$ cat src/rtl/mult_div_unit.sv
// rtl/mult_div_unit.sv - iterative one-bit-per-clock MULT/MULTU/DIV/DIVU unit with HI/LO result registers
module mult_div_unit #(
    parameter int N  = 32,
    parameter int CW = 6
) (
    input  logic         clock,
    input  logic         reset,
    input  logic         start,
    input  logic [1:0]   op,
    input  logic [N-1:0] inA,
    input  logic [N-1:0] inB,
    output logic         busy,
    output logic         done,
    output logic [N-1:0] hi,
    output logic [N-1:0] lo,
    output logic         div_by_zero
);

    typedef enum logic [1:0] {IDLE, RUN, FINISH} state_t;

    localparam logic [CW-1:0] LAST = CW'(N - 1);

    state_t          state, state_next;
    logic [CW-1:0]   count;
    logic            is_div;
    logic            neg_lo;
    logic            neg_hi;
    logic [N-1:0]    a_orig;
    logic [N-1:0]    opnd;
    logic [2*N-1:0]  acc;

    logic            a_neg, b_neg;
    logic [N-1:0]    a_mag, b_mag;
    logic [N:0]      mul_sum;
    logic [2*N-1:0]  mul_next;
    logic [N:0]      div_shift;
    logic [N:0]      div_diff;
    logic            div_ge;
    logic [2*N-1:0]  div_next;
    logic [2*N-1:0]  product;
    logic [N-1:0]    quot, rem;
    logic [N-1:0]    res_hi, res_lo;
    logic            res_dbz;

    always_ff @(posedge clock or negedge reset) begin
        if (!reset) state <= IDLE;
        else        state <= state_next;
    end

    always_comb begin
        state_next = state;
        case (state)
            IDLE:    if (start) state_next = RUN;
            RUN:     if (count == LAST) state_next = FINISH;
            FINISH:  state_next = IDLE;
            default: state_next = IDLE;
        endcase
    end

    assign busy = (state != IDLE);

    // op[0]==0 selects the signed variants
    assign a_neg = ~op[0] & inA[N-1];
    assign b_neg = ~op[0] & inB[N-1];
    assign a_mag = a_neg ? (~inA + 1'b1) : inA;
    assign b_mag = b_neg ? (~inB + 1'b1) : inB;

    // Multiply: multiplier sits in acc low half, shifted out LSB-first while product fills from the top
    assign mul_sum  = {1'b0, acc[2*N-1:N]} + (acc[0] ? {1'b0, opnd} : {(N+1){1'b0}});
    assign mul_next = {mul_sum, acc[N-1:1]};

    // Divide: acc = {partial remainder, dividend bits shifting into quotient bits}
    assign div_shift = {acc[2*N-1:N], acc[N-1]};
    assign div_ge    = (div_shift >= {1'b0, opnd});
    assign div_diff  = div_shift - {1'b0, opnd};
    assign div_next  = {(div_ge ? div_diff[N-1:0] : div_shift[N-1:0]), acc[N-2:0], div_ge};

    always_comb begin
        product = neg_lo ? (~acc + 1'b1) : acc;
        quot    = neg_lo ? (~acc[N-1:0] + 1'b1) : acc[N-1:0];
        rem     = neg_hi ? (~acc[2*N-1:N] + 1'b1) : acc[2*N-1:N];
        res_dbz = is_div && (opnd == '0);
        res_hi  = product[2*N-1:N];
        res_lo  = product[N-1:0];
        if (res_dbz) begin
            res_hi = a_orig;
            res_lo = '1;
        end else if (is_div) begin
            res_hi = rem;
            res_lo = quot;
        end
    end

    always_ff @(posedge clock or negedge reset) begin
        if (!reset) begin
            count       <= '0;
            is_div      <= 1'b0;
            neg_lo      <= 1'b0;
            neg_hi      <= 1'b0;
            a_orig      <= '0;
            opnd        <= '0;
            acc         <= '0;
            hi          <= '0;
            lo          <= '0;
            done        <= 1'b0;
            div_by_zero <= 1'b0;
        end else begin
            done <= (state == FINISH);
            case (state)
                IDLE: if (start) begin
                    is_div      <= op[1];
                    neg_lo      <= a_neg ^ b_neg;
                    neg_hi      <= a_neg;
                    a_orig      <= inA;
                    opnd        <= op[1] ? b_mag : a_mag;
                    acc         <= {{N{1'b0}}, (op[1] ? a_mag : b_mag)};
                    count       <= '0;
                    div_by_zero <= 1'b0;
                end
                RUN: begin
                    acc   <= is_div ? div_next : mul_next;
                    count <= count + 1'b1;
                end
                FINISH: begin
                    hi          <= res_hi;
                    lo          <= res_lo;
                    div_by_zero <= res_dbz;
                end
                default: ;
            endcase
        end
    end

endmodule

$ cat config.mk
export PLATFORM = sky130hd
export DESIGN_NAME = mult_div_unit
export DESIGN_NICKNAME = d
export VERILOG_FILES = /design/src/rtl/mult_div_unit.sv
export SDC_FILE = /design/constraint.sdc
export NUM_CORES = 1
export LEC_CHECK = 0
export CAP_MARGIN = 40
export CORE_AREA = 8 8 261 263
export CTS_CLUSTER_SIZE = 40
export DETAILED_ROUTE_END_ITERATION = 8
export DIE_AREA = 0 0 269 271
export PLACE_DENSITY_LB_ADDON = 0.3
export SLEW_MARGIN = 30
export SYNTH_ARGS = -nofsm -noshare
export SYNTH_HDL_FRONTEND = slang
export SYNTH_SLANG_ARGS = --single-unit
$ cat constraint.sdc
create_clock -name clock -period 7.3 [get_ports clock]
set_clock_uncertainty 0.05 [all_clocks]
set_input_delay 1.46 -clock clock [delete_from_list [all_inputs] [get_ports clock]]
set_output_delay 1.46 -clock clock [all_outputs]
set_load 0.05 [all_outputs]
Word-level counts from Yosys, hierarchy flattened --
Cells that the tools add are included.
Word-level totals: memories 0, memory bits (read-only) 0, latch bits 0, register bits after elaboration 205, memory bits (writable) 0, input port bits 69, output and inout bits 67, logic and storage cells 68
Cells by class: multiply operators 0, order comparisons 1, bitwise logic cells 9, shift operators 0, div/mod/pow operators 0, $add $sub $neg 8, muxes and demuxes 23, reduce and logical (&&, ||, !) cells 10, equal/unequal tests 5
Operators by type and width (number):
- 2-to-1 mux 32 bit | 12
- 2-to-1 mux 64 bit | 3
- adder 32 x 1 -> 32 bit (second input constant) | 4
- NOT 32 bit | 4
- case mux 64 bit (2 select lines) | 1
- adder 64 x 1 -> 64 bit (second input constant) | 1
- NOT 64 bit | 1
- adder 32 x 32 -> 33 bit | 1
- >= comparator 33 x 32 -> 1 bit | 1
- logical NOT 32 bit | 1
- subtractor 32 bit | 1
- case mux 6 bit (2 select lines) | 1
- AND reduction 2 bit | 4
- adder 6 x 1 -> 6 bit (second input constant) | 1
- == test 6 x 5 -> 1 bit (second input constant) | 1
- 2-to-1 mux 6 bit | 1
- nonzero test 2 bit | 3
- 2-to-1 mux 2 bit | 2
- != test 2 bit (second input constant) | 2
- case mux 2 bit (2 select lines) | 1
- AND 1 bit | 2
- == test 2 x 1 -> 1 bit (second input constant) | 1
- == test 2 bit (second input constant) | 1
- logical NOT 2 bit | 1
- 5 further kinds | 5

Logic depth before layout (Yosys ltp) --
Gate-level depths: netlist (run 1).
depth in word-level cells 6, mapped depth 14, depth with buffers taken out 13

Worst setup path after synthesis (run 1) --
No wires, ideal clock.
path type in2reg, start point in inA[0], end point reg acc[29], buffers on the path 0, setup slack 3.186 ns, arrival time 3.927 ns, data required time 7.114 ns, setup time 0.136 ns, stages on the path 9, path through or2_2 -> or4b_4 -> or3_4 -> or4_4 -> o41ai_2 -> xor2_1 -> nand2_1 -> o211ai_2 -> o211ai_1
On the way: longest elaborated chain between the ends 6
RTL lines:
- from (decl) | line 10 | input logic [N-1:0] inA,
- NOT 32 bit | line 65 | assign a_mag = a_neg ? (~inA + 1'b1) : inA;
- adder 32 x 1 -> 32 bit | line 65
- 2-to-1 mux 32 bit | line 65
- 2-to-1 mux 32 bit | line 116 | acc <= {{N{1'b0}}, (op[1] ? a_mag : b_mag)};
- 2-to-1 mux 64 bit | line 110 | IDLE: if (start) begin
- case mux 64 bit (2 select lines) | line 109 | case (state)
- to (signal assigned) | line 116
- to (signal assigned) | line 121 | acc <= is_div ? div_next : mul_next;
- to (decl) | line 30 | logic [2*N-1:0] acc;
Every way passes these cells. The select of a mux whose other input is x is not followed. A chain may end at the register's enable or synchronous reset.

Final worst setup path (run 1) --
start point reg acc[37], end point reg acc[32]
On the way: longest elaborated chain between the ends 4
RTL lines:
- >= comparator 33 x 32 -> 1 bit | line 74 | assign div_ge = (div_shift >= {1'b0, opnd});
- 2-to-1 mux 32 bit | line 76 | assign div_next = {(div_ge ? div_diff[N-1:0] : div_shift[N-1:0]), acc[N-2:0], div_ge};
- 2-to-1 mux 64 bit | line 121
- case mux 64 bit (2 select lines) | line 109
Every way passes these cells.

==> results of run 1 <==
[cell usage in the layout, fill, tap and decap left out, types with 43 or more instances in the layout]
cell type	n
clkdlybuf4s50_1	133
a21oi_1	162
a211oi_1	43
ha_1	69
o21ai_0	180
nor2_1	184
xnor2_1	90
nand2_1	278
xor2_1	80
mux2i_1	62
dfrtp_1	204
inv_1	61
[cell families after synthesis]
group,synth area share (%)
compound gates,24.6
mux,4.20
xor+xnor,9.39
flops,32.3
fa+ha+maj,5.70
buf+inv,4.42
simple gates,19.4
[power by group through the flow]
stage	Sequential [mW]	Clock [mW]	Combinational [mW]
2_1_floorplan	1.74	0	3.41
3_3_place_gp	2.08	0	4.34
3_5_place_dp	2.09	0	4.38
4_1_cts	2.07	1.32	4.40
5_1_grt	2.12	1.37	4.94
6_report	2.08	1.30	4.47
[Yosys cell counts, types with 25 or more instances]
library cell / count
ha_1: 69
mux2i_1: 62
dfrtp_1: 205
nand2_1: 279
clkbuf_1: 104
xor2_1: 80
inv_1: 61
o22a_1: 25
a21oi_1: 162
o21ai_0: 180
nor4_1: 26
o211ai_1: 27
nand3_1: 29
nor2_1: 185
xnor2_1: 90
a211oi_1: 43
a31oi_1: 30
[worst max path at each step]
stage | to
after floorplan | acc[29]
after global placement | opnd[29]
after global routing | acc[58]
final | acc[32]
after detailed placement | acc[23]
after CTS | acc[32]
[stage by stage]
| stage | instances | util, % | hold slack [ns] |
|---|---|---|---|
| floorplan | 1985 | - | 0.387 |
| global placement | 2872 | 28.2 | 0.403 |
| detailed placement | 2874 | 28.3 | 0.405 |
| CTS | 2919 | 29.6 | 0.420 |
| global route | 2921 | 29.7 | 0.443 |
| finish | 2922 | 29.7 | 0.417 |
[layout make-up]
class                      instances  area [µm²]  area share, %
inverter                          63         236           1.25
multi-input combinational       1594       10100           53.2
sequential                       205        5130           27.1
clock buffer                      34         689           3.64
tap                              855        1070           5.65
timing repair buffer             159        1590           8.40
antenna                            1        2.50         0.0132
clock inverter                    11         151          0.799
[critical path, delay by kind of cell (launching register included)]
kind | cells | cell delay, ns
flip-flops | 1 | 0.55
adder cells (fa/ha/maj) | 1 | 0.50
AO/OA/AOI/OAI | 4 | 1.60
buffers and inverters | 1 | 0.48
AND/OR/NAND/NOR | 3 | 0.67
multiplexers | 2 | 0.54
[per-layer routing]
metal | part of all wire, % | wire length, µm | vias to the layer above | track usage [%]
met2 | 43 | 27400 | 555 | 25.2
met4 | 1.5 | 926 | 0 | 2.51
met3 | 6.6 | 4150 | 56 | 2.47
met5 | 0 | 0 | - | 0
li1 | - | - | 7283 | -
met1 | 49 | 30600 | 7722 | 25.2
[sequential cells by signal (all words and copies together), names as in the netlist]
name         count
div_by_zero      1
neg_hi           1
is_div           1
neg_lo           1
opnd            32
a_orig          32
count            6
acc             64
hi              32
done             1
state            2
lo              32
==> results by group, run 1 <==
Critical path
  • Crit Path Class: reg -> reg
  • Worst reg-to-reg path cell count: 11
  • Worst Path Required: 7.73 ns
  • Worst path slowest cell: o21bai_4
  • Crit-path most repeated cell: nor2_1
  • Crit path from: acc[37]
  • Cell Chain, Critical Path: ha_1 > nand4_1 > nor2_1 > o311ai_1 > a31oi_1 > nor2_1 > o21bai_4 > buf_4 > mux2_2 > mux2i_1 > a22o_1
  • Reg-to-reg endpoint: acc[32]
  • Critical Path Fanout Max: 24
  • Crit path largest cell delay: 0.63 ns
  • R2r startpoint: acc[37]
  • Critical Path Source Type: flip-flop
  • Setup slack, reg-to-reg: 2.84 ns
  • Critical Path Sink Type: flip-flop
  • Critical path arrival: 4.89 ns

Finish
  • Layout cells sized above 1: 5.03%
  • Final instance area: 0.0189 mm²
  • Layout fillers: 6789
  • Layout area overhead: 19.5%
  • Fin nets: 2188

Logic synthesis
  • Yosys warnings: 0
  • Ys async rst share: 100%
  • Synth area leaders: dfrtp_1 (32%), nand2_1 (6.6%), o21ai_0 (5.7%), ha_1 (5.4%), a21oi_1 (5.1%)
  • Post-synth top flop: dfrtp_1
  • Syn Nets: 2125
  • Synthesized cell area: 0.0159 mm²
  • Yosys reg bits: 205
  • Syn Inst Count: 1985
  • Unique masters post-synth: 75
  • Sequential area share after synthesis: 32.3%
  • Post-synth EDFFs: 0
  • Synth area leader: dfrtp_1
  • Avg Cell Area, Syn: 7.99 µm²
  • Top cell type's share of synthesized area: 32.3%

STA
  • RSZ-0062 raised after global routing: false
  • Hold Vio Cnt, Final: 0
  • Fmax: 224 MHz
  • Slew HR: 45.7%
  • Final period util: 61.1%
  • Fin. max-slew vios: 0
  • Minimum clock period: 4.46 ns
  • Final Setup Violations: 0
  • Setup TNS: 0 ns
  • Worst Slack Setup Final: 2.84 ns
  • Worst slew pin tran: 0.807 ns

Min path
  • Type of the worst min-delay path: reg -> reg
  • Hold Startpoint: a_orig[22]
  • WHS Endpoint: a_orig[22]
  • Hold Path Depth: 2

Global routing
  • Total grt overflow: 0
  • First-pass GRT wire length: 95.7 mm
  • Largest net degree at the start of global routing: 90
  • Vias in the first global route: 14800
  • Overall routing resource usage: 16.7%
  • Initial antenna violation count: 0

Detailed routing
  • Post-route ant nets: 0
  • TritonRoute pass-1 iters: 6
  • WL per Instance: 21.6 µm
  • Number of vias per cell: 5.34
  • DRT iter0 DRCs: 1510
  • Final wirelength: 63.1 mm
  • Via count: 15600
  • Residual DRC count: 0

Power and ir drop
  • PD cells: 414 mW/mm²
  • Peak supply drop: 212 µV
  • Seq pwr share: 26.5%
  • Cell Int Power: 4.05 mW
  • Power share of the clock group: 16.5%
  • Overall power: 7.84 mW
  • Net Sw Frac: 48.3%
  • Logic pwr share: 57.0%
  • Net Switching: 3.79 mW
  • P_leak: 7.71 nW

CTS
  • CTS tree: yes
  • Skew-Pair Late Insertion Delay: 0.54 ns
  • Clock root cell: clkbuf_16
  • Hold buffers post-CTS: 0
  • Post-CTS Resized: 0
  • Maximum root-to-sink buffer count: 3
  • Clk slew on worst S/H paths: 0.06 ns
  • # H-tree levels: 1
  • Post-CTS Setup Inserts: 0
  • # clock sinks: 205
  • Number of buffers created by CTS: 25

Placed design
  • Placed cell area: 0.0181 mm²
  • Detail Placement HPWL: 48.8 mm
  • Worst Setup Slack post-DPL: 2.40 ns
  • Routability Congestion: 0.961
  • Buffers on Ports: 135

Floorplanning
  • Core area: 0.0639 mm²
  • Initial Util: 24.8%
  • Die ar.: 0.0729 mm²
  • Die X: 269 µm
  • Die span in y: 271 µm
  • Num rows: 93
  • Ports: 136

Job
  • Max cap viols: 0

Outcome
  • Status: finished, final reports clean
No activity file was read; power rests on OpenSTA's default activity.
==> run 2: changes to the inputs <==
==> constraint.sdc (replaced) <==
create_clock -name clock -period 4.4 [get_ports clock]
set_clock_uncertainty 0.05 [all_clocks]
set_input_delay 0.88 -clock clock [delete_from_list [all_inputs] [get_ports clock]]
set_output_delay 0.88 -clock clock [all_outputs]
set_load 0.05 [all_outputs]
==> run 2 against run 1 <==
Die area unchanged. Setup slack worse by 2.4 ns. Global-route usage rose by 0.25 points. Register-to-register slack got worse by 2.4 ns. Hold slack worse by 0.17 ns. Clock power increased by 78%. Sequential share of layout area is 0.60 points lower. Critical endpoint is now acc[62]. Largest cell class unchanged. Largest power group unchanged.
==> results by group, run 2 (synthesis gave the netlist of run 1 again) <==
Outcome
  • Status: finished, final reports clean (unchanged)

Floorplanning
  • Die X: 269 µm (unchanged)
  • Num rows: 93 (unchanged)
  • Ports: 136 (unchanged)
  • Die span in y: 271 µm (unchanged)
  • Initial Util: 24.8% (unchanged)
  • Core area: 0.0639 mm² (unchanged)
  • Die ar.: 0.0729 mm² (unchanged)

Placed design
  • Worst Setup Slack post-DPL: 0.249 ns (was 2.40 ns)
  • Buffers on Ports: 135 (unchanged)
  • Placed cell area: 0.0185 mm² (was 0.0181 mm²)
  • Routability Congestion: 0.921 (was 0.961)
  • Placed Instances: 2924 (was 2874)
  • Detail Placement HPWL: 50.2 mm (was 48.8 mm)

Finish
  • Commonest non-fill, non-tap cell in the layout: nand2_1 (unchanged)
  • Fin nets: 2238 (was 2188)
  • Max reg flops: 64 (unchanged)
  • Finished Core Util: 30.3% (was 29.7%)
  • Non-filler cells, final: 2972 (was 2922)
  • Layout area overhead: 22.2% (was 19.5%)
  • Most frequent cells in the layout: nand2_1 (278), dfrtp_1 (204), nor2_1 (183) (was nand2_1 (278), dfrtp_1 (204), nor2_1 (184))
  • Largest Register: acc (unchanged)
  • Layout cells sized above 1: 7.42% (was 5.03%)
  • Final instance area: 0.0194 mm² (was 0.0189 mm²)

CTS
  • Skew-Pair Late Insertion Delay: 0.56 ns (was 0.54 ns)
  • Hold buffers post-CTS: 0 (unchanged)
  • # clock sinks: 205 (unchanged)
  • Maximum root-to-sink buffer count: 3 (unchanged)
  • Number of buffers created by CTS: 26 (was 25)
  • Clock root cell: clkbuf_16 (unchanged)
  • Post-CTS Setup Inserts: 0 (unchanged)
  • Post-CTS Resized: 0 (unchanged)
  • Clk slew on worst S/H paths: 0.06 ns (about the same)
  • # H-tree levels: 1 (unchanged)
  • CTS tree: yes (unchanged)

Critical path
  • Crit-path most repeated cell: o21ai_0 (was nor2_1)
  • Cell Chain, Critical Path: inv_1 > nor2_1 > ha_1 > a2111oi_0 > o21ai_0 > nand4_1 > nand3_1 > and2_1 > a21oi_1 > o21ai_0 > xor2_1 > a221o_1 (was ha_1 > nand4_1 > nor2_1 > o311ai_1 > a31oi_1 > nor2_1 > o21bai_4 > buf_4 > mux2_2 > mux2i_1 > a22o_1)
  • Critical Path Sink Type: flip-flop (unchanged)
  • Worst path slowest cell: inv_1 (was o21bai_4)
  • Worst reg-to-reg path cell count: 12 (was 11)
  • Critical path's top delay family: compound AO/OA/AOI/OAI gates (unchanged)
  • Critical Path Source Type: flip-flop (unchanged)
  • Crit Path Class: reg -> reg (unchanged)
  • Critical Path Fanout Max: 13 (was 24)
  • Worst Path Required: 4.79 ns (was 7.73 ns)
  • WP buf/inv: 1 (unchanged)
  • Crit. path cell count: 12 (was 11)
  • Crit path largest cell delay: 0.52 ns (was 0.63 ns)
  • Critical path arrival: 4.37 ns (was 4.89 ns)

Detailed routing
  • Post-route ant nets: 0 (unchanged)
  • Number of vias per cell: 5.30 (was 5.34)
  • Final wirelength: 64.2 mm (was 63.1 mm)
  • Via count: 15800 (was 15600)
  • Residual DRC count: 0 (unchanged)
  • TritonRoute pass-1 iters: 6 (unchanged)
  • DRT iter0 DRCs: 1454 (was 1510)
  • WL per Instance: 21.6 µm (about the same)

Power and ir drop
  • Peak supply drop: 325 µV (was 212 µV)
  • Overall power: 13.5 mW (was 7.84 mW)
  • PD cells: 696 mW/mm² (was 414 mW/mm²)
  • P_leak: 8.00 nW (was 7.71 nW)

STA
  • Setup TNS: 0 ns (unchanged)
  • Worst slew pin tran: 0.816 ns (was 0.807 ns)
  • Final period util: 90.4% (was 61.1%)
  • Fmax: 251 MHz (was 224 MHz)
  • Final Setup Violations: 0 (unchanged)
  • Worst Slack Setup Final: 0.423 ns (was 2.84 ns)
  • Minimum clock period: 3.98 ns (was 4.46 ns)
  • Hold Vio Cnt, Final: 0 (unchanged)
  • RSZ-0062 raised after global routing: false (unchanged)
  • Hold slack final: 0.247 ns (was 0.417 ns)
  • Slew HR: 45.1% (was 45.7%)
  • Fin. max-slew vios: 0 (unchanged)

Job
  • Max cap viols: 0 (unchanged)

Min path
  • Type of the worst min-delay path: in -> async (was reg -> reg)

Global routing
  • Initial antenna violation count: 1 (was 0)
  • Largest net degree at the start of global routing: 81 (was 90)
  • Total grt overflow: 0 (unchanged)
  • Overall routing resource usage: 17.0% (was 16.7%)
  • First-pass GRT wire length: 96.2 mm (was 95.7 mm)
  • Vias in the first global route: 15000 (was 14800)
==> run 2: path summary, 6_finish.rpt <==
path	end	start	slack, ns
setup / recovery	acc[62]	acc[0]	0.42
hold / removal	hi[9]	reset	0.25
setup reg to reg	acc[62]	acc[0]	0.42
hold reg to reg	a_orig[27]	a_orig[27]	0.42
max in group asynchronous	is_div	reset	3.13
min in group clock	a_orig[27]	a_orig[27]	0.42
==> run 2: routing by layer <==
metal	up-vias	wire length (µm)	global-route usage (%)
met3	73	5330	4.04
met4	0	1520	3.88
met1	7772	29700	24.2
li1	7362	-	-
met5	-	0	0
met2	543	27700	25.6
==> run 2: layout make-up <==
type                            instances  area [µm²]
Multi-Input combinational cell       1594       10100
Timing Repair Buffer                  208        1960
Sequential cell                       205        5130
Antenna cell                            1        2.50
Inverter                               63         236
Clock buffer                           35         746
Tap cell                              855        1070
Fill cell                            6855       44500
Clock inverter                         11         166
==> run 2: power breakdown <==
part | switching [mW] | internal, mW | leakage (nW)
clock | 0.892 | 1.42 | 0.445
sequential | 0.917 | 2.41 | 2.36
combinational | 4.58 | 3.27 | 5.20
